<file path="config.mk">
export PLATFORM = sky130hd
export DESIGN_NAME = inst_decode_pipe
export DESIGN_NICKNAME = d
export VERILOG_FILES = /design/src/rtl/inst_decode_pipe.sv
export SDC_FILE = /design/constraint.sdc
export NUM_CORES = 2
export LEC_CHECK = 0
export CORE_ASPECT_RATIO = 0.75
export CORE_UTILIZATION = 50
export DETAILED_ROUTE_END_ITERATION = 6
export MAX_ROUTING_LAYER = met4
export PLACE_DENSITY = 0.7
export SLEW_MARGIN = 20
export SYNTH_ARGS = -nofsm -noshare
export SYNTH_HDL_FRONTEND = slang
export SYNTH_SLANG_ARGS = --single-unit
</file>
<file path="constraint.sdc">
create_clock -name CLK -period 1.95 [get_ports CLK]
set_input_delay 0.2925 -clock CLK [delete_from_list [all_inputs] [get_ports CLK]]
set_output_delay 0.2925 -clock CLK [all_outputs]
set_load 0.02 [all_outputs]
</file>
<file path="src/rtl/inst_decode_pipe.sv">
// Decode stage with integrated 32-entry register file, valid/ready handshake on both sides,
// write-back bypass into operand reads, flush, and a registered decode packet.
module inst_decode_pipe #(
    parameter int XLEN   = 64,
    parameter bit BYPASS = 1'b1
) (
    input  logic            CLK,
    input  logic            reset,
    input  logic            in_valid,
    output logic            in_ready,
    input  logic [31:0]     inst,
    input  logic [XLEN-1:0] pc,
    input  logic            flush,
    input  logic            wb_en,
    input  logic [4:0]      wb_rd,
    input  logic [XLEN-1:0] wb_value,
    output logic            out_valid,
    input  logic            out_ready,
    output logic [4:0]      rd,
    output logic [4:0]      rs1,
    output logic [4:0]      rs2,
    output logic [2:0]      funct3,
    output logic [6:0]      funct7,
    output logic [XLEN-1:0] imm,
    output logic [XLEN-1:0] op1,
    output logic [XLEN-1:0] op2,
    output logic [XLEN-1:0] store_data,
    output logic            write_back,
    output logic            mem_acc,
    output logic            load_flag,
    output logic            store_flag,
    output logic            illegal
);

    localparam logic [6:0] OPC_OP     = 7'b0110011;
    localparam logic [6:0] OPC_OP_IMM = 7'b0010011;
    localparam logic [6:0] OPC_LOAD   = 7'b0000011;
    localparam logic [6:0] OPC_STORE  = 7'b0100011;
    localparam logic [6:0] OPC_LUI    = 7'b0110111;
    localparam logic [6:0] OPC_AUIPC  = 7'b0010111;

    typedef struct packed {
        logic [4:0]      rd;
        logic [4:0]      rs1;
        logic [4:0]      rs2;
        logic [2:0]      funct3;
        logic [6:0]      funct7;
        logic [XLEN-1:0] imm;
        logic [XLEN-1:0] op1;
        logic [XLEN-1:0] op2;
        logic [XLEN-1:0] store_data;
        logic            write_back;
        logic            mem_acc;
        logic            load_flag;
        logic            store_flag;
        logic            illegal;
    } pkt_t;

    logic [XLEN-1:0] regs_reg [32];
    pkt_t            pkt_reg;
    pkt_t            pkt_next;
    logic            valid_reg;
    logic            load;
    logic [XLEN-1:0] rs1_val;
    logic [XLEN-1:0] rs2_val;
    logic [XLEN-1:0] imm_i;
    logic [XLEN-1:0] imm_s;
    logic [XLEN-1:0] imm_u;
    logic [4:0]      rd_f;
    logic [4:0]      rs1_f;
    logic [4:0]      rs2_f;

    assign rd_f  = inst[11:7];
    assign rs1_f = inst[19:15];
    assign rs2_f = inst[24:20];
    assign imm_i = XLEN'($signed(inst[31:20]));
    assign imm_s = XLEN'($signed({inst[31:25], inst[11:7]}));
    assign imm_u = XLEN'($signed({inst[31:12], 12'b0}));

    assign in_ready = !valid_reg || out_ready;
    assign load     = in_valid && in_ready && !flush;

    // Entry 0 is reset to zero and never written, so x0 reads as zero without a special case.
    always_ff @(posedge CLK or negedge reset) begin
        if (!reset) begin
            for (int i = 0; i < 32; i++) begin
                regs_reg[i] <= '0;
            end
        end else if (wb_en && (wb_rd != 5'd0)) begin
            regs_reg[wb_rd] <= wb_value;
        end
    end

    always_comb begin
        rs1_val = regs_reg[rs1_f];
        rs2_val = regs_reg[rs2_f];
        if (BYPASS && wb_en && (wb_rd != 5'd0) && (wb_rd == rs1_f)) begin
            rs1_val = wb_value;
        end
        if (BYPASS && wb_en && (wb_rd != 5'd0) && (wb_rd == rs2_f)) begin
            rs2_val = wb_value;
        end
    end

    // Fields an opcode does not use stay at zero so no stale value leaks into the packet.
    always_comb begin
        pkt_next = '0;
        case (inst[6:0])
            OPC_OP: begin
                pkt_next.rd         = rd_f;
                pkt_next.rs1        = rs1_f;
                pkt_next.rs2        = rs2_f;
                pkt_next.funct3     = inst[14:12];
                pkt_next.funct7     = inst[31:25];
                pkt_next.op1        = rs1_val;
                pkt_next.op2        = rs2_val;
                pkt_next.write_back = 1'b1;
            end
            OPC_OP_IMM: begin
                pkt_next.rd         = rd_f;
                pkt_next.rs1        = rs1_f;
                pkt_next.funct3     = inst[14:12];
                pkt_next.funct7     = inst[31:25];
                pkt_next.imm        = imm_i;
                pkt_next.op1        = rs1_val;
                pkt_next.op2        = imm_i;
                pkt_next.write_back = 1'b1;
            end
            OPC_LOAD: begin
                pkt_next.rd         = rd_f;
                pkt_next.rs1        = rs1_f;
                pkt_next.funct3     = inst[14:12];
                pkt_next.imm        = imm_i;
                pkt_next.op1        = rs1_val;
                pkt_next.op2        = imm_i;
                pkt_next.mem_acc    = 1'b1;
                pkt_next.load_flag  = 1'b1;
                pkt_next.write_back = 1'b1;
            end
            OPC_STORE: begin
                pkt_next.rs1        = rs1_f;
                pkt_next.rs2        = rs2_f;
                pkt_next.funct3     = inst[14:12];
                pkt_next.imm        = imm_s;
                pkt_next.op1        = rs1_val;
                pkt_next.op2        = imm_s;
                pkt_next.store_data = rs2_val;
                pkt_next.mem_acc    = 1'b1;
                pkt_next.store_flag = 1'b1;
            end
            OPC_LUI: begin
                pkt_next.rd         = rd_f;
                pkt_next.imm        = imm_u;
                pkt_next.op2        = imm_u;
                pkt_next.write_back = 1'b1;
            end
            OPC_AUIPC: begin
                pkt_next.rd         = rd_f;
                pkt_next.imm        = imm_u;
                pkt_next.op1        = pc;
                pkt_next.op2        = imm_u;
                pkt_next.write_back = 1'b1;
            end
            default: begin
                pkt_next.illegal    = 1'b1;
            end
        endcase
    end

    // Flush beats both a new load and a plain consume.
    always_ff @(posedge CLK or negedge reset) begin
        if (!reset) begin
            valid_reg <= 1'b0;
            pkt_reg   <= '0;
        end else begin
            if (flush) begin
                valid_reg <= 1'b0;
            end else if (load) begin
                valid_reg <= 1'b1;
            end else if (out_ready) begin
                valid_reg <= 1'b0;
            end
            if (load) begin
                pkt_reg <= pkt_next;
            end
        end
    end

    assign out_valid  = valid_reg;
    assign rd         = pkt_reg.rd;
    assign rs1        = pkt_reg.rs1;
    assign rs2        = pkt_reg.rs2;
    assign funct3     = pkt_reg.funct3;
    assign funct7     = pkt_reg.funct7;
    assign imm        = pkt_reg.imm;
    assign op1        = pkt_reg.op1;
    assign op2        = pkt_reg.op2;
    assign store_data = pkt_reg.store_data;
    assign write_back = pkt_reg.write_back;
    assign mem_acc    = pkt_reg.mem_acc;
    assign load_flag  = pkt_reg.load_flag;
    assign store_flag = pkt_reg.store_flag;
    assign illegal    = pkt_reg.illegal;

endmodule
</file>
Word level (Yosys, flattened, before mapping)
Index checks and enable logic that the tools add are counted.

Flip-flop bits (word level): 2335. Logic and storage cells: 109. Input bits: 171. Output and inout bits: 288.

Magnitude comparators: 4. Reductions and logical operators: 19. Bitwise gates (word level): 3. Equal/unequal tests: 8. Muxes and demuxes: 28.

Operators with widths (count): $bwmux 2048 (1); $bmux 64 s5 (2); $mux 64 (8); $demux 64 s5 (1); $pmux 64 s4 (1); $pmux 64 s3 (1); $pmux 64 s2 (1); $eq 7x6->1 const B (3); $ge 6x6->1 const B (3); $not 5->6 (3); $mux 5 (3); $eq 7x5->1 const B (2); $eq 5x5->1 (2); $reduce_or 2->1 (5); $mux 1 (8); $eq 7x2->1 const B (1); $mux 7 (1); $logic_and 1x1->1 (6); $lt 6x1->1 const B (1); $reduce_or 6->1 (1); $reduce_bool 5->1 (1); $reduce_or 5->1 (1); $reduce_or 4->1 (1); $mux 3 (1); 3 further kinds (4).

Depth between registers and ports, before layout
Depth in word-level cells: 6. Depth in mapped cells: 11. Gate-level depth less buffers: 6.

Least setup slack after synthesis
OpenSTA, ideal clock, no wires.

Kind: input-to-reg. Start: input inst[20]. End: register pkt_reg (netlist bit store_data[40]). Path slack: -0.320 ns. Stages on the path: 7. Arrival: 2.132 ns. Path buffers: 4. Data required time: 1.812 ns. Setup time: 0.138 ns. Path through: buf_2 -> buf_2 -> buf_2 -> buf_2 -> mux4_2 -> a221oi_1 -> o211ai_1.

Word-level cells in the longest chain between the ends: 6. Elaborated cells between the ends (all ways): 8. Classes of those cells: eq/ne: 1; mux: 5; bitwise: 1; reduce/logical: 1.

RTL lines: start: declaration (RTL line 11) `input logic [31:0] inst,`; $not 5->6 (implied by the code) (RTL line 96) `rs2_val = regs_reg[rs2_f];`; $bmux 64 s5 (RTL line 96); $mux 64 (implied by the code) (2 in series) (RTL line 96); $mux 64 * (RTL line 100) `if (BYPASS && wb_en && (wb_rd != 5'd0) && (wb_rd == rs2_f)) begin`; $mux 64 * (RTL line 108) `case (inst[6:0])`; end signal: assignment (RTL line 184) `pkt_reg <= pkt_next;`; end: declaration (RTL line 60) `pkt_t pkt_reg;`.

Mark *: on every way between the ends. The rest lies on a longest branch, timed or not. The select of a mux whose other input is x is not followed. A chain may end at the register's enable or synchronous reset.

Worst setup path after layout
Start: register regs_reg[1264] in the netlist's numbering. End: register pkt_reg (netlist bit op1[48]).

Word-level cells in the longest chain between the ends: 5.

RTL lines: start: declaration (RTL line 59) `logic [XLEN-1:0] regs_reg [32];`; start signal: indexed assignment (RTL line 90) `regs_reg[wb_rd] <= wb_value;`; $bmux 64 s5 (RTL line 95) `rs1_val = regs_reg[rs1_f];`; $mux 64 (implied by the code) (2 in series) (RTL line 95); $mux 64 (RTL line 97) `if (BYPASS && wb_en && (wb_rd != 5'd0) && (wb_rd == rs1_f)) begin`; $pmux 64 s2 (RTL line 108).

No other way between the ends. The select of a mux whose other input is x is not followed.

==> reports/metrics.csv <==
stage;metric;value;unit
clock_tree;clock_latency;0.95;ns
placed_design;place.gp.congestion;1.003;
timing;rsz0062_at_grt;yes;
synth;synth_area;0.1194;mm²
drt;top_layer_used;met4;
die;die_x;566.2;µm
clock_tree;clkTransAtPathRegs;0.07;ns
clock_tree;cts_sinks;2303;
cells_and_area;nets;9699;
die;top_level_ports;459;
synth;netlist_instances;8226;
synth;synth_top_family_by_area;multiplexers;
drt;wirelength;499100;µm
clock_tree;numCtsBuffers;232;
die;start_util;50.57;%
power_and_ir_drop;p_leak;66.71;nW
timing;finalCritPeriodShare;116.3;%
run_status;violations;design-rule violations, negative setup slack;
min_path;hold_class;in2reg;
synth;synth_area_per_cell;14.51;µm²
synth;ys.flop_type;dfrtp_1;
cells_and_area;final_common_cell;dfrtp_1;
synth;synth-compound-area-share;5.692;%
min_path;holdPathStages;3;
drt;drtIter0Drc;14290;
synth;yosysWarningCount;0;
synth;synth_seq_cells;2303;
timing;slew_viol_final;0;
drt;drc;21;
setup_path;startpoint;regs_reg[1264]$_DFFE_PN0P_;
clock_tree;clk_path_buf_depth;4;
die;core;0.2360;mm²
placed_design;dp_slack;-1.192;ns
global_routing;antenna_found_initial;27;
timing;setup_tns;-22.57;ns
global_routing;grt_usage;41.27;%
power_and_ir_drop;ir_worst_vdd;0.9551;mV
synth;yosys-mux-area-fraction;38.60;%
clock_tree;root_buffer;clkbuf_16;
drt;firstDrtPassIters;7;
cells_and_area;final_cells;12870;
cells_and_area;drive_above_1_share;57.29;%
clock_tree;cts_tree;built;
drt;detail-route-antenna-nets;0;
setup_path;path_class;reg2reg;
clock_tree;h-tree-depth;4;
synth;synth_xor_area_share;0.07338;%
setup_path;start_kind;flop;
synth;synthAdderAreaFrac;0;%
cells_and_area;syn_to_final_growth;27.78;%
synth;synth_edf_count;0;
global_routing;grt_pass1_vias;90870;
die;fp.dieH;425.1;µm
drt;post_drt_via_cell_ratio;7.236;
cells_and_area;final_cell_mix;dfrtp_1 (2233), mux2_2 (2001), mux4_2 (1005), buf_4 (1005), buf_12 (443);
timing;tightest_slew;1.228;ns
timing;fin_worst_skew;0.07464;ns
min_path;whs_endpoint;op1[62]$_DFFE_PN0P_;
setup_path;crit_arrival;3.08;ns
cells_and_area;largest_register_ffs;2048;
job;maxCapViolations;0;
global_routing;grt_max_degree;98;
placed_design;place_inst;12240;
drt;wl_met2;208800;µm
die;die_area;0.2407;mm²
timing;relSlewSlack;17.85;%
global_routing;grt_pass1_wl;688000;µm
setup_path;ff2ff_setup_slack;-0.32;ns
run_status;status;complete, but fails checks;
timing;hold_viol_final;0;
placed_design;portBuffers;458;
drt;met3WireLength;74970;µm
synth;synthSimpleGateAreaFrac;3.622;%
setup_path;end_kind;flop;
drt;wl_per_cell;38.79;µm
synth;synth_nets;8397;
global_routing;overflow;0;
timing;finalCriticalPeriod;2.268;ns
setup_path;crit_required;2.76;ns
synth;ys_seq_area_share;48.28;%
min_path;min_from;pc[62];
timing;whs;0.03785;ns
drt;routedLengthMet1;181500;µm
setup_path;r2r-end;op1[48]$_DFFE_PN0P_;
setup_path;reg2reg_depth;5;
placed_design;dp_hpwl;340900;µm
synth;synthArstFlopShare;100.0;%
setup_path;cp_max_fo;2;
synth;synth_cell_types;70;
timing;finalSetupViolCount;231;
timing;setup_slack;-0.3182;ns
die;num_rows;154;
timing;fmax;440.9;MHz
power_and_ir_drop;power;143.2;mW
setup_path;r2r_start;regs_reg[1264]$_DFFE_PN0P_;
power_and_ir_drop;p_per_area;938.7;mW/mm²
drt;vias;93110;
==> cell usage after synthesis, drive strengths merged, types with 13 or more instances <==
| cell type | count | share of area (%) |
|---|---|---|
| and3 | 19 | 0.10 |
| o21ai | 66 | 0.28 |
| and2 | 30 | 0.16 |
| a311oi | 18 | 0.13 |
| buf | 325 | 1.6 |
| mux2 | 2001 | 19 |
| nor2b | 18 | 0.094 |
| mux4 | 1015 | 19 |
| o221ai | 26 | 0.19 |
| a22oi | 212 | 1.3 |
| o31ai | 13 | 0.082 |
| nor3 | 15 | 0.063 |
| a31oi | 75 | 0.39 |
| a221oi | 30 | 0.22 |
| a22o | 31 | 0.23 |
| nor2 | 137 | 0.44 |
| nand2 | 213 | 0.67 |
| nand4 | 20 | 0.10 |
| clkbuf | 657 | 2.1 |
| o22ai | 202 | 1.1 |
| nand3 | 343 | 1.4 |
| nor4 | 29 | 0.15 |
| mux2i | 60 | 0.50 |
| dfrtp | 2303 | 48 |
| a21oi | 95 | 0.40 |
| a32oi | 71 | 0.52 |
| o211ai | 65 | 0.41 |
==> kinds of logic (layout without fill, tap and decap cells) <==
logic type | Yosys count | count (layout)
mux | 3076 | 3076
xor+xnor | 10 | 10
flops | 2303 | 2303
simple gates | 885 | 885
buf+inv | 987 | 2467
other cells | 0 | 41
compound gates | 965 | 965
==> how the worst max path moves through the flow <==
stage / end
after global routing: op1[48]$_DFFE_PN0P_
after CTS: in_ready
after detailed placement: op1[21]$_DFFE_PN0P_
after floorplan: op1[37]$_DFFE_PN0P_
final: op1[48]$_DFFE_PN0P_
after global placement: op1[21]$_DFFE_PN0P_
==> power by group <==
part | switching (mW) | leakage (nW) | internal (mW)
clock network | 20.4 | 3.92 | 27.8
logic | 13.9 | 33.2 | 18.1
registers | 6.87 | 29.6 | 56.2
==> area by class of cell <==
cell class / instances / area (µm²)
Multi-Input combinational cell: 4936 / 59620
Tap cell: 3120 / 3904
Inverter: 5 / 23.77
Clock inverter: 89 / 1284
Sequential cell: 2303 / 57720
Fill cell: 16400 / 83520
Timing Repair Buffer: 2050 / 23180
Clock buffer: 323 / 6689
Antenna cell: 41 / 102.6
==> critical path, cell delays in order (launching register included) <==
cell	delay [ns]
dfrtp_1	0.39
mux4_4	0.60
mux4_2	0.48
nand2b_4	0.17
a211oi_4	0.35
o21ba_1	0.20
==> what timing repair did <==
item | 4_1_cts | 5_1_grt
gates cloned | 12 | 34
hold buffers | 26 | 0
setup buffers | 62 | 61
pin swaps | 61 | 124
hold endpoints to repair | 2315 | 0
gates resized for setup | 1124 | 413
endpoints found under the setup margin | 483 | 254
==> metal layers <==
metal	GRT usage, %	vias to the layer above
met1	54.00	48810
met5	-	-
met2	55.44	7866
met4	22.33	0
met3	15.50	1749
li1	-	34680
==> per-stage QoR <==
step	instance area (µm²)	utilization, %
after global routing	152500	64.61
after global placement	139800	59.22
after CTS	149300	63.27
after floorplan	120000	-
final	152500	64.62
after detailed placement	139800	59.22
No activity file was read; power rests on OpenSTA's default activity.
